File: config.mk
export PLATFORM = sky130hd
export DESIGN_NAME = mat_result_reader
export DESIGN_NICKNAME = d
export VERILOG_FILES = /design/src/rtl/mat_result_reader.sv
export SDC_FILE = /design/constraint.sdc
export NUM_CORES = 1
export LEC_CHECK = 0
export ABC_AREA = 1
export CORE_MARGIN = 5
export CORE_UTILIZATION = 56
export CTS_CLUSTER_DIAMETER = 40
export CTS_CLUSTER_SIZE = 25
export DETAILED_ROUTE_END_ITERATION = 8
export GPL_TIMING_DRIVEN = 0
export HOLD_SLACK_MARGIN = 0.02
export PLACE_DENSITY_LB_ADDON = 0.2
export RECOVER_POWER = 25
export SLEW_MARGIN = 10
export SYNTH_ARGS = -nofsm -noshare
export SYNTH_HDL_FRONTEND = slang
export SYNTH_SLANG_ARGS = --single-unit
File: constraint.sdc
create_clock -name clock -period 19.1 [get_ports clock]
set_clock_uncertainty 0.05 [all_clocks]
set_input_delay 4.775 -clock clock [delete_from_list [all_inputs] [get_ports clock]]
set_output_delay 4.775 -clock clock [all_outputs]
set_load 0.05 [all_outputs]
File: src/rtl/mat_result_reader.sv
// mat_result_reader
//   Consumer end of the matcher result interface. When isMatching rises, the
//   packed position vector is snapshotted into per-slot shadow registers. Every
//   occupied slot is then streamed out lowest index first, one beat per
//   valid/ready handshake, as (index, x, y). The stream is followed by a single
//   frameDone pulse.
//
// Ports
//   clock       system clock, rising edge
//   nReset      asynchronous reset, active-high (1 = reset)
//   position    ENTRIES packed slots of ADDR_W bits; slot i at [ADDR_W*i +: ADDR_W]
//   isMatching  match-result level from the matcher
//   outReady    downstream accepts the current beat
//   outValid    beat valid
//   outIndex    slot number of the current beat
//   outX/outY   low X_W / upper ADDR_W-X_W bits of the slot address
//   outLast     current beat is the final one of the frame
//   frameDone   one-cycle pulse after the frame finishes
//   busy        high while a frame is in flight (EMIT or DONE)
//   dropCount   saturating count of match events that arrived while busy

// One position slot: shadow copy plus its pending bit.
module mat_result_slot #(
  parameter int ADDR_W    = 15,
  parameter int SKIP_ZERO = 1
) (
  input  logic              clock,
  input  logic              nReset,
  input  logic              capture,
  input  logic              clear,
  input  logic [ADDR_W-1:0] slotIn,
  output logic              occupied,
  output logic [ADDR_W-1:0] shadow,
  output logic              pending
);

  // A zero address marks an empty slot unless every slot is to be emitted.
  assign occupied = (SKIP_ZERO != 0) ? (slotIn != '0) : 1'b1;

  always_ff @(posedge clock or posedge nReset) begin
    if (nReset) begin
      shadow  <= '0;
      pending <= 1'b0;
    end else if (capture) begin
      shadow  <= slotIn;
      pending <= occupied;
    end else if (clear) begin
      pending <= 1'b0;
    end
  end

endmodule

module mat_result_reader #(
  parameter int ENTRIES   = 16,
  parameter int ADDR_W    = 15,
  parameter int X_W       = 8,
  parameter int SKIP_ZERO = 1,
  localparam int IDX_W    = (ENTRIES > 1) ? $clog2(ENTRIES) : 1
) (
  input  logic                    clock,
  input  logic                    nReset,
  input  logic [ENTRIES*ADDR_W-1:0] position,
  input  logic                    isMatching,
  input  logic                    outReady,
  output logic                    outValid,
  output logic [IDX_W-1:0]        outIndex,
  output logic [X_W-1:0]          outX,
  output logic [ADDR_W-X_W-1:0]   outY,
  output logic                    outLast,
  output logic                    frameDone,
  output logic                    busy,
  output logic [7:0]              dropCount
);

  typedef enum logic [1:0] {IDLE, EMIT, DONE} state_t;

  state_t state, stateNext;

  logic                            matchPrev;
  logic                            rise;
  logic                            capture;
  logic                            fire;
  logic                            capAny;
  logic                            onlyOne;
  logic [ENTRIES-1:0]              mask;
  logic [ENTRIES-1:0]              capMask;
  logic [ENTRIES-1:0]              selOneHot;
  logic [ENTRIES-1:0][ADDR_W-1:0]  shadow;
  logic [IDX_W-1:0]                selIdx;
  logic [ADDR_W-1:0]               selAddr;

  assign rise    = isMatching & ~matchPrev;
  assign capture = (state == IDLE) & rise;
  assign fire    = outValid & outReady;
  assign capAny  = |capMask;

  // Isolate the lowest pending slot; handshake clears exactly that bit.
  assign selOneHot = mask & (~mask + ENTRIES'(1));
  assign onlyOne   = (mask != '0) && ((mask & (mask - ENTRIES'(1))) == '0);

  for (genvar i = 0; i < ENTRIES; i++) begin : gSlot
    mat_result_slot #(
      .ADDR_W   (ADDR_W),
      .SKIP_ZERO(SKIP_ZERO)
    ) uSlot (
      .clock   (clock),
      .nReset  (nReset),
      .capture (capture),
      .clear   (fire & selOneHot[i]),
      .slotIn  (position[ADDR_W*i +: ADDR_W]),
      .occupied(capMask[i]),
      .shadow  (shadow[i]),
      .pending (mask[i])
    );
  end

  // Priority encoder: scanning downward leaves the lowest set slot selected.
  always_comb begin
    selIdx  = '0;
    selAddr = '0;
    for (int i = ENTRIES - 1; i >= 0; i--) begin
      if (mask[i]) begin
        selIdx  = IDX_W'(i);
        selAddr = shadow[i];
      end
    end
  end

  always_ff @(posedge clock or posedge nReset) begin
    if (nReset) begin
      state     <= IDLE;
      matchPrev <= 1'b0;
      dropCount <= '0;
    end else begin
      state     <= stateNext;
      matchPrev <= isMatching;
      // Events that arrive mid-frame are counted, never queued.
      if (rise && (state != IDLE) && (dropCount != 8'hFF))
        dropCount <= dropCount + 8'd1;
    end
  end

  always_comb begin
    stateNext = state;
    outValid  = 1'b0;
    outLast   = 1'b0;
    frameDone = 1'b0;
    outIndex  = '0;
    outX      = '0;
    outY      = '0;
    unique case (state)
      IDLE: begin
        if (rise) stateNext = capAny ? EMIT : DONE;
      end
      EMIT: begin
        outValid = 1'b1;
        outIndex = selIdx;
        outX     = selAddr[X_W-1:0];
        outY     = selAddr[ADDR_W-1:X_W];
        outLast  = onlyOne;
        if (outReady && onlyOne) stateNext = DONE;
      end
      DONE: begin
        frameDone = 1'b1;
        stateNext = IDLE;
      end
      default: stateNext = IDLE;
    endcase
  end

  assign busy = (state != IDLE);

endmodule

---- Word-level counts from Yosys, hierarchy flattened ----
Index checks and enable logic that the tools add are counted.
storage, ports and cells
  bits in registers ....................... 267
  bits in latches ......................... 0
  bits in writable memories ............... 0
  memory bits (read-only) ................. 0
  output and inout port bits .............. 31
  logic and storage cells ................. 182
  memories kept ........................... 0
cells by class
  $add $sub $neg .......................... 3
  multiply operators ...................... 0
  div/mod/pow operators ................... 0
  magnitude comparators ................... 0
  equality and inequality tests ........... 5
  shifts and indexed selects .............. 0
  multiplexer cells ....................... 74
  bitwise logic cells ..................... 23
  reductions and logical operators ........ 42
operators with widths
  kind                                                                    number
  15-bit two-way mux                                                      16
  15-bit nonzero test                                                     16
  4-bit two-way mux                                                       17
  1-bit two-way mux                                                       35
  2-bit nonzero test                                                      17
  16-bit AND                                                              2
  1-bit AND                                                               19
  16-bit by 1-bit adder with 16-bit output (second input constant)        1
  16-bit logical NOT                                                      1
  16-bit inverter                                                         1
  16-bit nonzero test                                                     1
  16-bit OR reduction                                                     1
  16-bit by 1-bit subtractor with 16-bit output (second input constant)   1
  8-bit by 1-bit adder with 8-bit output (second input constant)          1
  8-bit two-way mux                                                       1
  8-bit inequality test (second input constant)                           1
  7-bit two-way mux                                                       1
  2-bit two-way mux                                                       3
  1-bit logical AND                                                       4
  2-bit inequality test (second input constant)                           2
  2-bit one-hot mux with 2 select lines                                   1
  2-bit by 1-bit equality test with 1-bit output (second input constant)  1
  2-bit equality test (second input constant)                             1
  2-bit logical NOT                                                       1
  other kinds (2)                                                         2

---- Longest topological paths before layout ----
Gate-level depths: netlist (run 1).
  depth in word-level cells ............... 17
  gate-level depth with buffers ........... 13
  mapped depth without buffers ............ 11

---- By module ----
A second synthesis (run 1) with hierarchy kept.
unflattened totals
  cell total of the unflattened synthesis .. 2033
  area, all modules ....................... 14555.2 um^2
modules (own cells, without submodules)
  module             times used  cells an instance  area an instance (um^2)
  mat_result_slot    16          84                 699.4
  mat_result_reader  1           689                3364.5

---- Worst setup path before layout (run 1) ----
OpenSTA, ideal clock, no wires.
  path kind ............................... register -> output
  start ................................... register gSlot[3].uSlot.pending
  end ..................................... output outLast
  data arrival time ....................... 2.343 ns
  data required time ...................... 14.275 ns
  setup slack ............................. 11.932 ns
  stages on the path, launching flop included .. 11
  path through ............................ dfrtp_1 buf_2 nor2_2 nand2_4 nor2_8 nand2_1 nand2_1 nand3b_1 nor2_1 nand4_1 nor3_1
on the way
  cells in the longest elaborated chain, start to end .. 5
RTL lines
  element                                        line  text
  start, declared                                34    output logic pending
  start signal, assigned                         46    pending <= occupied;
  16-bit by 1-bit subtractor with 16-bit output  100   assign onlyOne = (mask != '0) && ((mask & (mask - ENTRIES'(1))) == '0);
  16-bit AND                                     100
  16-bit logical NOT                             100
  1-bit logical AND *                            100
  1-bit two-way mux *                            152   unique case (state)
  end, declared                                  70    output logic outLast,
Every way passes the cells marked *; elsewhere a longest branch is shown, timed or not.

==> results of run 1 <==
==> cell type report <==
cell class / instances / area [µm²] / share of cell area [%]
Timing Repair Buffer: 276 / 2750 / 15.2
Inverter: 279 / 1050 / 5.78
Clock buffer: 39 / 953 / 5.26
Sequential cell: 267 / 6680 / 36.9
Tap cell: 324 / 405 / 2.24
Clock inverter: 27 / 294 / 1.62
Buffer: 96 / 410 / 2.26
Multi-Input combinational cell: 1240 / 5580 / 30.8
Antenna cell: 1 / 2.50 / 0.0138
==> state kept, by name, summed over array words and instances (netlist names) <==
name / flops
dropCount: 8
gSlot.uSlot.pending: 16
gSlot.uSlot.shadow: 240
matchPrev: 1
state: 2
==> how the worst max path moves through the flow <==
stage | from | endpoint | slack, ns | depth (start not counted)
floorplan | nReset | dropCount[0]$_DFFE_PP0P_ | 6.92 | 1
global placement | nReset | gSlot[4].uSlot.shadow[8]$_DFFE_PP0P_ | 3.80 | 2
detailed placement | gSlot[14].uSlot.pending$_DFFE_PP0P_ | outX[4] | 11.23 | 14
CTS | gSlot[14].uSlot.pending$_DFFE_PP0P_ | outX[4] | 10.67 | 14
global route | nReset | gSlot[4].uSlot.shadow[9]$_DFFE_PP0P_ | 5.53 | 3
finish | nReset | gSlot[3].uSlot.shadow[0]$_DFFE_PP0P_ | 7.13 | 3
==> metrics by stage <==
step | hold slack [ns] | std cells | total power [µW] | instance area, µm² | worst slack [ns]
after global placement | 0.400 | 2480 | 1960 | 16900 | 3.80
after floorplan | 0.387 | 1882 | 1640 | 13700 | 6.92
after CTS | 0.423 | 2548 | 2710 | 18200 | 10.67
after global routing | 0.453 | 2549 | 2890 | 18100 | 5.53
final | 0.424 | 2549 | 2740 | 18100 | 7.13
after detailed placement | 0.410 | 2482 | 2000 | 16900 | 11.23
==> kinds of logic (layout without fill, tap and decap cells) <==
family / Yosys count / after routing / share of synthesized area (%)
other: 0 / 1 / 0
xor gates and xnor gates: 6 / 6 / 0.383
and+or+nand+nor: 847 / 847 / 25.5
DFF: 267 / 267 / 48.7
buffers and inverters: 375 / 717 / 10.6
AOI/OAI and AO/OA: 386 / 386 / 14.7
adders and majority gates: 1 / 1 / 0.0912
==> layout by cell type (no fill, tap or decap), drive strengths merged <==
master / n
nand2: 530
inv: 282
clkdlybuf4s50: 272
o21ai: 271
dfrtp: 267
nor2: 186
clkbuf: 110
a21oi: 62
nand3: 53
o22ai: 45
nand4: 36
buf: 27
nor3: 24
or3: 14
clkinv: 13
clkinvlp: 7
o31ai: 4
xor2: 4
o211ai: 4
bufinv: 4
nand3b: 3
xnor2: 2
dlygate4sd3: 2
diode: 1
nor4: 1
ha: 1
==> where the power goes <==
group          internal (µW)  switching (µW)  total, µW
Clock                    423             272        695
Combinational            360             670       1030
Sequential               842             172       1010
Total                   1620            1110       2740
==> per-layer routing <==
metal / GRT usage, % / vias to the layer above
met5: 0 / -
met4: 13.9 / 0
met3: 7.80 / 160
met2: 53.9 / 889
met1: 41.7 / 6669
li1: - / 6597
==> worst max-delay path, cell delays in order <==
cell and delay, ns:
dlygate4sd3_1 0.55, clkinvlp_2 1.51, clkbuf_1 4.16
==> qor.yml, run 1 <==
status: "finished, violations left"
violations: "max-capacitance violations, max-slew violations"
worst_slew_pin_slew_ns: 5.82
track_usage_pct: 32.7
rows: 57
cts_tree: "yes"
ir_drop_uv: 83.7
powerDensity_nw_per_um2: 151
wl_met1_um: 17400
synth_ff_type: "dfrtp_1"
synth_seq_cells: 267
synthTopCellsByArea: "dfrtp_1 (49%), nand2_1 (14%), o21ai_0 (9.9%), inv_1 (7.5%), nor2_1 (4.9%)"
rr_startpoint: "state[0]$_DFFE_PP0P_"
fin_nets: 2441
utilization_pct: 74.7
cts_buffer_depth: 3
avgSynthCellArea_um2: 7.29
topRoutingLayerUsed: "met4"
hold_depth: 2
dpl.hpwl_um: 34600
max_freq_mhz: 83.5
fp.dieH_um: 167
path_clk_slew_ns: 0.06
period_share_pct: 62.7
clock_latency_ns: 0.52
grt_overflow_total: 0
period_needed_ns: 11.97
crit_fanout: 112
fin_setup_tns_ns: 0
cts.repair.resized: 0
cts-root-buf: "clkbuf_16"
grt_setup_unrepaired: "false"
die_x_um: 167
synth_area_um2: 13700
slew_headroom_pct: -288
routabilityCongestion: 0.969
drt_iter0_drc: 1995
yosysTopAreaCellShare_pct: 48.7
drtPass1Iterations: 8
hp-class: "flip-flop to flip-flop"
setup_viol: 0
reg2reg_depth: 8
grt_pass1_vias: 14200
ant_nets: 0
vias: 14300
cp_data_arrival_time_ns: 11.13
power.leakage_uw: 0.00877
drive_above_1_share_pct: 4.95
synthCells: 1882
cts_buffers: 36
yosys.area.top_type: "dfrtp_1"
route.detailed.drc: 0
ctsHoldBuffers: 0
start_util_pct: 56.6
clock_sinks: 267
grt_pass1_wl_um: 73200
cp.required_ns: 18.26
end_kind: "async pin"
core-area_um2: 24200
antenna_found_initial: 1
critPathKind: "input port to async pin"
port_buffers: 274
synth_nets: 2127
post_drt_wl_per_cell_um: 18.2
ys_types: 31
drv_slew: 272
yosys_warnings: 0
finalHoldViolCount: 0
synth_edf_count: 0
maxCapViolations: 3
postSynth.asyncResetShare_pct: 100
die_area_um2: 27700
wl_met3_um: 5020
grt_max_degree: 113
area_growth_pct: 32.1
whs_endpoint: "gSlot[0].uSlot.shadow[5]$_DFFE_PP0P_"
rrSetupSlack_ns: 16.77
fill_cells: 1801
cp-start-kind: "input port"
ios: 275
h-tree-depth: 2
yosysMostFrequentCell: "nand2_1"
wl_met2_um: 21900
seq_area_frac_synth_pct: 48.7
wirelength_um: 46400
viasPerCell: 5.62
r2r_end: "gSlot[6].uSlot.shadow[1]$_DFFE_PP0P_"
hp-start: "gSlot[0].uSlot.shadow[5]$_DFFE_PP0P_"
synthTopCellsByCount: "nand2_1 (524), inv_1 (273), o21ai_0 (271), dfrtp_1 (267), nor2_1 (178)"
post_cts_buffers: 0
(Power assumes the default switching activity.)
==> run 2, diff against run 1 <==
--- a/config.mk
+++ b/config.mk
@@ -7,7 +7,7 @@
 export LEC_CHECK = 0
 export ABC_AREA = 1
 export CORE_MARGIN = 5
-export CORE_UTILIZATION = 56
+export CORE_UTILIZATION = 47
 export CTS_CLUSTER_DIAMETER = 40
 export CTS_CLUSTER_SIZE = 25
 export DETAILED_ROUTE_END_ITERATION = 8
==> constraint.sdc (replaced) <==
create_clock -name clock -period 9.8 [get_ports clock]
set_clock_uncertainty 0.05 [all_clocks]
set_input_delay 2.45 -clock clock [delete_from_list [all_inputs] [get_ports clock]]
set_output_delay 2.45 -clock clock [all_outputs]
set_load 0.05 [all_outputs]
==> run 2 against run 1 <==
- the flow still finishes with violations (max-capacitance violations, max-slew violations)
- count of clock-buffer cells in the layout grew 6
- non-clock buffer count grew 6
- flip-flop and latch count is the same
- first-iteration DRC count shrank 24%
- clock power grew 110%
- worst hold slack lost 0.00057 ns
- total power grew 99%
- wire length grew 1.8%
- die area grew 18%
- via count shrank 2.6%
- final cell count grew 2.9%
- critical endpoint is now outX[4]
- largest cell class unchanged
- largest power group unchanged
- highest routed layer unchanged
==> qor.yml, run 2 (synthesis gave the netlist of run 1 again) <==
slew_headroom_pct: -43.4
utilization_pct: 64.1
grt_max_degree: 41
ios: 275
intPower_uw: 3240
worst_path_largest_cell_delay_ns: 0.85
status: "finished, violations left"
drv_slew: 139
sw_frac_of_total_pct: 40.5
ant_nets: 0
grt_setup_unrepaired: "false"
grt_pass1_vias: 14000
powerDensity_nw_per_um2: 295
largest_reg_flops: 240
setup_viol: 0
fill_cells: 2532
cp-start-kind: "flip-flop"
drt_iter0_drc: 1507
max_freq_mhz: 158
antenna_cells: 0
grt_pass1_wl_um: 74400
combinationalPowerShare_pct: 36.5
final_common_cell: "nand2_1"
dpl.hpwl_um: 36500
seq_power_share_pct: 36.1
vias: 13900
die_x_um: 181
path_cells: "buf_2, inv_1, nand2_1, clkbuf_1, o21ai_0, nand2_1, nand3_1, nand2_1, nand2_1, nand2_1, nand2_1, nand2_1, a21oi_1, clkdlybuf4s50_1"
whs_ns: 0.423
fp.dieH_um: 181
cts.repair.resized: 0
port_buffers: 274
path_clk_slew_ns: 0.06
end_kind: "output pin"
drtPass1Iterations: 6
top_regs: "gSlot.uSlot.shadow (240), gSlot.uSlot.pending (16), dropCount (8)"
route.detailed.drc: 0
worst_slew_pin_slew_ns: 2.15
largest_register: "gSlot.uSlot.shadow"
ctsHoldBuffers: 0
power.share.clock_pct: 27.4
start_util_pct: 47.7
cts_buffer_depth: 3
post_cts_buffers: 0
cts-root-buf: "clkbuf_16"
rows: 62
die_area_um2: 32700
critPathKind: "flip-flop to output pin"
routabilityCongestion: 0.940
grt_overflow_total: 0
fin_setup_tns_ns: 0
crit_fanout: 10
drive_above_1_share_pct: 5.49
core-area_um2: 28800
maxCapViolations: 4
period_share_pct: 64.7
cp_data_arrival_time_ns: 3.84
viasPerCell: 5.32
post_drt_wl_per_cell_um: 18.0
crit_slowest_cell: "clkdlybuf4s50_1"
worst_path_most_repeated_cell: "nand2_1"
clock_sinks: 267
track_usage_pct: 28.2
p_switching_uw: 2210
ir_drop_uv: 141
cts_buffers: 41
antenna_found_initial: 0
power.leakage_uw: 0.00891
clock_latency_ns: 0.53
violations: "max-capacitance violations, max-slew violations"
wirelength_um: 47200
period_needed_ns: 6.34
area_growth_pct: 34.5
hp-class: "flip-flop to flip-flop"
cp.required_ns: 7.30
fin_nets: 2452
h-tree-depth: 2
cts_tree: "yes"
layout_common_cells: "nand2_1 (524), inv_1 (272), clkdlybuf4s50_1 (272)"
finalHoldViolCount: 0
==> run 2: worst max-delay path: cells and delay by family, from the launching register on <==
kind	cells	cell delay (ns)
AOI/OAI and AO/OA	2	0.63
buffers and inverters	4	1.43
DFF	1	0.35
and+or+nand+nor	8	0.90
==> run 2: layout make-up <==
class / count / area [µm²] / share of cell area, %
sequential: 267 / 6680 / 36.2
multi-input combinational: 1240 / 5580 / 30.2
timing repair buffer: 282 / 2850 / 15.4
clock buffer: 45 / 1100 / 5.98
inverter: 279 / 1050 / 5.68
tap: 384 / 480 / 2.60
buffer: 96 / 410 / 2.22
clock inverter: 30 / 305 / 1.65
==> run 2: worst paths after layout <==
check	start	end	slack, ns	cells past startpoint
setup / recovery	gSlot[14].uSlot.pending$_DFFE_PP0P_	outX[4]	3.46	14
hold / removal	gSlot[2].uSlot.shadow[1]$_DFFE_PP0P_	gSlot[2].uSlot.shadow[1]$_DFFE_PP0P_	0.42	2
hold reg to reg	gSlot[2].uSlot.shadow[1]$_DFFE_PP0P_	gSlot[2].uSlot.shadow[1]$_DFFE_PP0P_	0.42	2
max in group asynchronous	nReset	gSlot[3].uSlot.shadow[3]$_DFFE_PP0P_	3.67	6
min in group asynchronous	nReset	gSlot[12].uSlot.shadow[13]$_DFFE_PP0P_	2.35	2
setup reg to reg	state[1]$_DFFE_PP0P_	gSlot[6].uSlot.shadow[5]$_DFFE_PP0P_	7.40	8
==> run 2: power groups by stage <==
stage	sequential [µW]	clock [µW]	combinational (µW)
after global placement	1960	0	1910
after floorplan	1900	0	1290
after detailed placement	1970	0	1960
after CTS	1960	1500	1970
final	1970	1490	1990
after global routing	2020	1550	2200
==> run 2: metrics by stage <==
step	area, µm²	power, µW	setup WS, ns	instances
floorplan	13700	3190	3.77	1882
global placement	16900	3860	1.82	2540
detailed placement	17100	3930	4.16	2548
CTS	18500	5430	3.60	2623
global route	18500	5770	3.04	2623
finish	18500	5450	3.46	2623
==> run 2: layer usage <==
metal / vias to the layer above / share of wire [%] / GRT usage [%]
li1: 6619 / - / -
met1: 6506 / 40 / 37.9
met2: 693 / 47 / 45.5
met3: 125 / 9.2 / 5.75
met4: 0 / 3.7 / 10.6
met5: - / 0 / 0
==> run 3, diff against run 2 <==
--- a/config.mk
+++ b/config.mk
@@ -7,7 +7,7 @@
 export LEC_CHECK = 0
 export ABC_AREA = 1
 export CORE_MARGIN = 5
-export CORE_UTILIZATION = 47
+export CORE_UTILIZATION = 52
 export CTS_CLUSTER_DIAMETER = 40
 export CTS_CLUSTER_SIZE = 25
 export DETAILED_ROUTE_END_ITERATION = 8
==> constraint.sdc (replaced) <==
create_clock -name clock -period 6.4 [get_ports clock]
set_clock_uncertainty 0.05 [all_clocks]
set_input_delay 1.6 -clock clock [delete_from_list [all_inputs] [get_ports clock]]
set_output_delay 1.6 -clock clock [all_outputs]
set_load 0.05 [all_outputs]
==> run 3 against run 2 <==
- cell area is 0.71% lower
- highest routed layer unchanged
- total power increased by 52%
- the flow still finishes with violations (max-capacitance violations, max-slew violations)
- critical endpoint unchanged
- via count grew 2.2%
- final cell count decreased by 2.1%
- critical path depth is the same
- sequential power is 53% higher
- largest cell class unchanged
==> qor.yml, run 3 (synthesis gave the netlist of run 1 again) <==
status: "finished, violations left"
violations: "max-capacitance violations, max-slew violations"
rr_startpoint: "state[0]$_DFFE_PP0P_"
drt_iter0_drc: 1714
period_share_pct: 83.9
critPathKind: "flip-flop to output pin"
largest_reg_flops: 240
drv_slew: 110
layout_common_cells: "nand2_1 (524), inv_1 (272), clkdlybuf4s50_1 (272)"
worst_slew_pin_slew_ns: 2.15
cp_data_arrival_time_ns: 3.72
topRoutingLayerUsed: "met4"
start_util_pct: 52.8
slew_headroom_pct: -43.3
track_usage_pct: 30.8
hp-start: "gSlot[0].uSlot.shadow[4]$_DFFE_PP0P_"
p_switching_uw: 3340
grt_pass1_wl_um: 72100
post_drt_wl_per_cell_um: 18.2
cts_buffer_depth: 3
final_common_cell: "nand2_1"
antenna_found_initial: 0
cts_buffers: 38
top_regs: "gSlot.uSlot.shadow (240), gSlot.uSlot.pending (16), dropCount (8)"
die_x_um: 172
ctsHoldBuffers: 0
ios: 275
viasPerCell: 5.55
ant_nets: 0
grt_max_degree: 40
core-area_um2: 26000
grt_setup_unrepaired: "false"
cts.repair.resized: 0
drive_above_1_share_pct: 5.02
routabilityCongestion: 0.936
dpl.hpwl_um: 35300
drtPass1Iterations: 6
wl_met2_um: 22100
sw_frac_of_total_pct: 40.3
area_growth_pct: 33.6
powerDensity_nw_per_um2: 453
grt_pass1_vias: 13700
power.leakage_uw: 0.00886
cp.required_ns: 4.75
cp-start-kind: "flip-flop"
port_buffers: 274
end_kind: "output pin"
ir_drop_uv: 380
seq_power_share_pct: 36.3
rows: 59
antenna_cells: 0
maxCapViolations: 3
die_area_um2: 29700
cts_tree: "yes"
combinationalPowerShare_pct: 37.1
grt_overflow_total: 0
hp-class: "flip-flop to flip-flop"
crit_fanout: 10
utilization_pct: 70.5
wirelength_um: 46800
vias: 14200
finalHoldViolCount: 0
post_cts_buffers: 0
startpoint: "gSlot[14].uSlot.pending$_DFFE_PP0P_"
period_needed_ns: 5.37
wl_met3_um: 4700
intPower_uw: 4960
wl_met1_um: 18500
fp.dieH_um: 172
path_clk_slew_ns: 0.05
largest_register: "gSlot.uSlot.shadow"
p_total_uw: 8300
route.detailed.drc: 0
h-tree-depth: 2
max_freq_mhz: 186
fin_setup_tns_ns: 0
cts-root-buf: "clkbuf_16"
power.share.clock_pct: 26.6
setup_viol: 0
clock_latency_ns: 0.52
fin_nets: 2448
clock_sinks: 267
[run 3: layout make-up]
cell class	instances	area (µm²)
timing repair buffer	281	2830
clock buffer	47	1060
clock inverter	22	292
tap	335	419
multi-input combinational	1240	5580
fill	2097	7660
buffer	96	410
sequential	267	6680
inverter	279	1050
[run 3: worst paths after layout]
| kind | depth (start not counted) | slack, ns | end |
|---|---|---|---|
| setup reg to reg | 8 | 4.04 | gSlot[6].uSlot.shadow[2]$_DFFE_PP0P_ |
| max in group asynchronous | 5 | 1.89 | gSlot[5].uSlot.shadow[3]$_DFFE_PP0P_ |
| hold / removal | 2 | 0.43 | gSlot[0].uSlot.shadow[4]$_DFFE_PP0P_ |
| hold reg to reg | 2 | 0.43 | gSlot[0].uSlot.shadow[4]$_DFFE_PP0P_ |
| setup / recovery | 14 | 1.03 | outX[4] |
| min in group asynchronous | 2 | 1.80 | gSlot[12].uSlot.shadow[4]$_DFFE_PP0P_ |
[run 3: critical path, cell delays in order, from the launching register on]
cell and delay (ns):
dfrtp_1 0.35, buf_2 0.18, inv_1 0.10, nand2_1 0.16
clkbuf_1 0.26, o21ai_0 0.40, nand2_1 0.10, nand3_1 0.11
nand2_1 0.08, nand2_1 0.14, nand2_1 0.09, nand2_1 0.11
nand2_1 0.08, a21oi_1 0.20, clkdlybuf4s50_1 0.85
[run 3: per-layer routing]
layer	global-route usage (%)	up-vias
met5	0	-
met4	10.3	0
met3	5.53	116
met2	50.4	798
met1	41.8	6721
li1	-	6611
[run 3: power groups by stage]
stage	sequential (µW)	combinational (µW)	clock [µW]
detailed placement	2990	3010	0
CTS	2990	3030	2210
finish	3010	3070	2210
global placement	2980	2910	0
floorplan	2910	1970	0
global route	3090	3390	2290
[run 3: through the flow]
| step | hold slack [ns] | cell area, µm² | cells | setup slack, ns |
|---|---|---|---|---|
| finish | 0.426 | 18300 | 2567 | 1.03 |
| global route | 0.437 | 18300 | 2567 | 0.906 |
| CTS | 0.422 | 18400 | 2567 | 1.14 |
| detailed placement | 0.408 | 17000 | 2498 | 1.67 |
| global placement | 0.400 | 16900 | 2491 | -0.640 |
| floorplan | 0.387 | 13700 | 1882 | 1.22 |
